$ cat src/rtl/return_stack.sv
// Return-address stack feeding the PC parallel-load path: call pushes the PC,
// return pops it onto a registered popData with a one-cycle popValid strobe.
module return_stack #(
    parameter int WIDTH = 13,
    parameter int DEPTH = 8,
    parameter int PTR_W = 3
) (
    input  logic             clk,
    input  logic             rst,
    input  logic             push,
    input  logic             pop,
    input  logic [WIDTH-1:0] pushData,
    input  logic             clrErr,
    output logic [WIDTH-1:0] popData,
    output logic             popValid,
    output logic [WIDTH-1:0] topData,
    output logic [PTR_W:0]   count,
    output logic             empty,
    output logic             full,
    output logic             overflow,
    output logic             underflow
);

    // Handshake: push/pop are single-cycle command strobes with no ready;
    // every command is accepted on the edge it is sampled. popValid is a
    // one-cycle qualifier for popData, meant to drive the PC load enable.

    localparam logic [PTR_W:0]   CNT_FULL = (PTR_W + 1)'(DEPTH);
    localparam logic [PTR_W:0]   CNT_ONE  = (PTR_W + 1)'(1);
    localparam logic [PTR_W-1:0] SP_ONE   = PTR_W'(1);

    logic [WIDTH-1:0] mem_q [DEPTH];
    logic [PTR_W-1:0] sp_q, sp_d;
    logic [PTR_W:0]   count_q, count_d;
    logic [WIDTH-1:0] pop_data_q, pop_data_d;
    logic             pop_valid_q, pop_valid_d;
    logic             overflow_q, overflow_d;
    logic             underflow_q, underflow_d;

    logic             mem_we;
    logic [PTR_W-1:0] mem_waddr;
    logic [PTR_W-1:0] top_idx;
    logic             not_empty;

    assign top_idx   = sp_q - SP_ONE;
    assign not_empty = (count_q != '0);

    always_comb begin
        sp_d        = sp_q;
        count_d     = count_q;
        pop_data_d  = pop_data_q;
        pop_valid_d = 1'b0;
        // A new error in the same cycle as clrErr overrides the clear below.
        overflow_d  = overflow_q & ~clrErr;
        underflow_d = underflow_q & ~clrErr;
        mem_we      = 1'b0;
        mem_waddr   = sp_q;

        if (push && pop && not_empty) begin
            // Replace top: return then immediately call again.
            pop_data_d  = mem_q[top_idx];
            pop_valid_d = 1'b1;
            mem_we      = 1'b1;
            mem_waddr   = top_idx;
        end else if (push) begin
            mem_we    = 1'b1;
            mem_waddr = sp_q;
            sp_d      = sp_q + SP_ONE;
            if (count_q == CNT_FULL) begin
                overflow_d = 1'b1;
            end else begin
                count_d = count_q + CNT_ONE;
            end
            if (pop) begin
                underflow_d = 1'b1;
            end
        end else if (pop) begin
            if (not_empty) begin
                pop_data_d  = mem_q[top_idx];
                pop_valid_d = 1'b1;
                sp_d        = top_idx;
                count_d     = count_q - CNT_ONE;
            end else begin
                underflow_d = 1'b1;
            end
        end
    end

    always_ff @(posedge clk) begin
        if (!rst) begin
            sp_q        <= '0;
            count_q     <= '0;
            pop_data_q  <= '0;
            pop_valid_q <= 1'b0;
            overflow_q  <= 1'b0;
            underflow_q <= 1'b0;
        end else begin
            sp_q        <= sp_d;
            count_q     <= count_d;
            pop_data_q  <= pop_data_d;
            pop_valid_q <= pop_valid_d;
            overflow_q  <= overflow_d;
            underflow_q <= underflow_d;
        end
    end

    always_ff @(posedge clk) begin
        if (rst && mem_we) begin
            mem_q[mem_waddr] <= pushData;
        end
    end

    assign popData   = pop_data_q;
    assign popValid  = pop_valid_q;
    assign topData   = not_empty ? mem_q[top_idx] : '0;
    assign count     = count_q;
    assign empty     = (count_q == '0);
    assign full      = (count_q == CNT_FULL);
    assign overflow  = overflow_q;
    assign underflow = underflow_q;

endmodule

$ cat config.mk
export PLATFORM = sky130hd
export DESIGN_NAME = return_stack
export DESIGN_NICKNAME = d
export VERILOG_FILES = /design/src/rtl/return_stack.sv
export SDC_FILE = /design/constraint.sdc
export NUM_CORES = 1
export LEC_CHECK = 0
export CAP_MARGIN = 0
export CELL_PAD_IN_SITES_DETAIL_PLACEMENT = 0
export CELL_PAD_IN_SITES_GLOBAL_PLACEMENT = 2
export CORE_ASPECT_RATIO = 1.25
export CORE_MARGIN = 10
export CORE_UTILIZATION = 39
export CTS_BUF_LIST = sky130_fd_sc_hd__clkbuf_8
export DETAILED_ROUTE_END_ITERATION = 12
export PLACE_DENSITY = 0.82
export SKIP_CTS_REPAIR_TIMING = 1
export SLEW_MARGIN = 20
export SYNTH_ARGS = -nofsm -noshare
export SYNTH_HDL_FRONTEND = slang
export SYNTH_SLANG_ARGS = --single-unit
$ cat constraint.sdc
create_clock -name clk -period 3.1 [get_ports clk]
set_input_delay 0.31 -clock clk [delete_from_list [all_inputs] [get_ports clk]]
set_output_delay 0.31 -clock clk [all_outputs]
set_load 0.01 [all_outputs]
==> results of run 1 <==
-- through the flow --
stage	area, um^2	util, %	hold slack (ps)
after detailed placement	5970	46.8	477
after CTS	6340	49.6	489
final	6390	50.0	480
after floorplan	5130	-	409
after global placement	5970	46.8	474
after global routing	6390	50.0	507
-- placed cells by master (no fill, tap or decap), types with 2 or more instances in the layout --
master	Yosys	routed
nor3_1	4	4
nand3_1	10	10
a31o_2	2	2
inv_1	5	7
clkbuf_8	0	17
o21ai_0	14	14
ha_1	4	4
nor2_1	21	21
buf_4	3	22
a31oi_1	3	3
mux2i_4	0	2
clkdlybuf4s50_1	0	52
a21oi_1	20	20
mux4_2	26	26
a2111oi_0	4	4
nand2b_1	4	4
nor2b_1	5	5
clkinv_1	1	4
dfxtp_1	23	22
mux2i_2	0	6
edfxtp_1	104	104
or3_1	2	2
mux2i_1	14	6
nand2_1	5	5
bufinv_16	0	2
clkinv_2	1	6
-- power by group --
part	internal, W	switching (W)	leakage [nW]	total, W
clock	0.000694	0.000601	0.194	0.00130
combinational	0.00134	0.00129	0.811	0.00263
sequential	0.00206	0.000125	1.13	0.00219
-- worst max-delay path by stage --
stage / end / slack, ps / from
6_report: topData[7] / 140 / sp_q[1]
5_1_grt: topData[11] / -10 / sp_q[1]
4_1_cts: topData[5] / 50 / sp_q[1]
3_5_place_dp: topData[5] / 530 / sp_q[1]
3_3_place_gp: topData[7] / 580 / sp_q[1]
2_1_floorplan: mem_q[0][0] / 220 / sp_q[0]
-- sequential cells by signal, indices dropped and copies added (netlist names) --
register and count:
underflow 1, sp_q 3, count 4, popData 13, mem_q 104, popValid 1, overflow 1
-- layer usage --
metal / track usage, % / share of wire [%] / wire length (um) / vias up
met3: 3.79 / 6.4 / 689 / 8
met2: 20.6 / 51 / 5510 / 82
met1: 14.2 / 41 / 4370 / 1455
met4: 5.25 / 1.3 / 135 / 0
li1: - / - / - / 1352
met5: 0 / 0 / 0 / -
-- worst max-delay path, cell delays in order, from the launching register on --
cell	delay, ps
dfxtp_1	400
inv_1	100
ha_1	300
buf_4	240
mux4_2	370
mux2i_2	240
nor2_1	70
clkdlybuf4s50_1	500
-- cell usage after synthesis, drive strengths merged (2+ instances only) --
| cell type | count |
|---|---|
| ha | 4 |
| a21oi | 20 |
| buf | 11 |
| mux4 | 26 |
| nand2b | 4 |
| nor2b | 5 |
| clkinv | 2 |
| nor3 | 5 |
| a31o | 2 |
| dfxtp | 23 |
| mux2i | 14 |
| nand2 | 6 |
| xnor2 | 2 |
| or3 | 2 |
| nand3 | 10 |
| a31oi | 3 |
| o21ai | 14 |
| clkbuf | 4 |
| nor2 | 21 |
| edfxtp | 104 |
| inv | 5 |
| a2111oi | 4 |
-- layout make-up --
| type | count | share of cell area [%] |
|---|---|---|
| flip-flops and latches | 127 | 56.1 |
| clock inverters | 15 | 2.02 |
| repair buffers | 76 | 11.2 |
| inverters | 7 | 0.431 |
| multi-input cells | 153 | 23.3 |
| clock buffers | 17 | 3.66 |
| well taps | 168 | 3.29 |
-- kinds of logic (layout without fill, tap and decap cells) --
kind of cell | after synthesis | after routing | share of synthesized area, %
DFF | 127 | 127 | 69.9
muxes | 40 | 40 | 14.2
buffers and inverters | 22 | 115 | 2.15
xor gates and xnor gates | 3 | 3 | 0.659
and+or+nand+nor | 57 | 57 | 5.69
adders and majority gates | 5 | 5 | 1.37
AOI/OAI and AO/OA | 48 | 48 | 6.08
==> results.json, run 1 <==
{
  "timing.rr.start": "sp_q[1]",
  "worstHoldEndpoint": "overflow",
  "synth_top_area_share_pct": 60.9,
  "drt_iter0_drc": 249,
  "rrSetupSlack_ps": 670,
  "ys_top_cells_by_area": "edfxtp_1, mux4_2, dfxtp_1",
  "p_leak_nw": 2.13,
  "synth-edff-count": 104,
  "finalWeightedCongestion": 0.730,
  "synth_cell_types": 40,
  "grt_pass1_vias": 3053,
  "setup_tns_ps": 0,
  "area_delta_synth_final_pct": 24.6,
  "cts_tree": "built",
  "status": "completed",
  "worst_setup_path_end_kind": "primary output",
  "dp_slack_ps": 533,
  "ant_nets": 0,
  "grt_use_total_pct": 12.3,
  "synth_seq_cells": 127,
  "r2r-end": "mem_q[0][12]",
  "wl_per_cell_um": 19.0,
  "dp_hpwl_mm": 7.50,
  "period_share_pct": 95.5,
  "grt_max_degree": 32,
  "cts_made_buffers": 17,
  "hold_class": "reg -> reg",
  "rsz0062_at_grt": "yes",
  "startpoint_type": "flop",
  "fin_ws_ps": 138,
  "clkSlewWorstSetupHoldPaths_ps": 70,
  "vias_per_cell": 5.15,
  "synth-warning-count": 0,
  "synth_area_leader_cell": "edfxtp_1",
  "port_buffers": 52,
  "total_power_w": 0.00612,
  "cts_root_buffer": "clkbuf_8",
  "cts_buffer_depth": 2,
  "slew-limit-headroom_pct": 60.6,
  "yosysSeqAreaShare_pct": 69.9,
  "fp.dieW_um": 123,
  "rr_worst_depth": 8,
  "grt-ovfl-total": 0,
  "min_path_cells": 2,
  "num-nets-final": 405,
  "maxCapViolCount": 0,
  "std_cell_rows": 46,
  "die_area_mm2": 0.0182,
  "via_count": 2897,
  "ir_drop_v": 0.000431,
  "clock-sinks": 127,
  "hp-start": "overflow",
  "drc": 0,
  "synth_area_per_cell_um2": 17.0,
  "path_max_fanout": 16,
  "period_minus_slack_ps": 2960,
  "crit_required_ps": 2790,
  "multi_input_area_mm2": 0.00149,
  "ios": 53,
  "hold_viol_final": 0,
  "cts_max_level": 4,
  "initial_core_util_pct": 40.1,
  "async_flop_share_pct": 0,
  "routed_wl_mm": 10.7,
  "worstSkewPairLatency_ps": 420,
  "max_freq_mhz": 338,
  "powerDensity_mw_per_mm2": 958,
  "finalSetupViolations": 0,
  "syn_nets": 325,
  "final.setup_skew_ps": 10.6,
  "critPathKind": "reg -> out",
  "core_area_mm2": 0.0128,
  "grt_pass1_wl_mm": 16.8,
  "syn_area_mm2": 0.00513,
  "regArea_mm2": 0.00358,
  "stdcell_count": 563,
  "arrival_ps": 2650,
  "synth_cells": 302,
  "worst_pin_slew_ps": 589,
  "dp_cells": 531,
  "die-height_um": 148,
  "antenna_found_initial": 0,
  "slew_viol_final": 0,
  "ys.flop_type": "edfxtp_1",
  "drive_gt1_share_pct": 24.6,
  "antenna_cells": 0,
  "nFillCells": 1085,
  "first_pass_iters": 5
}
Power figures use the tool's default switching activity.
==> inputs of run 2 (changes only) <==
--- a/config.mk
+++ b/config.mk
@@ -5,7 +5,7 @@
 export SDC_FILE = /design/constraint.sdc
 export NUM_CORES = 1
 export LEC_CHECK = 0
-export CAP_MARGIN = 0
+export CAP_MARGIN = 15
 export CELL_PAD_IN_SITES_DETAIL_PLACEMENT = 0
 export CELL_PAD_IN_SITES_GLOBAL_PLACEMENT = 2
 export CORE_ASPECT_RATIO = 1.25
==> results of run 2 <==
The final DEF is identical to that of run 1; final timing and power are the same.
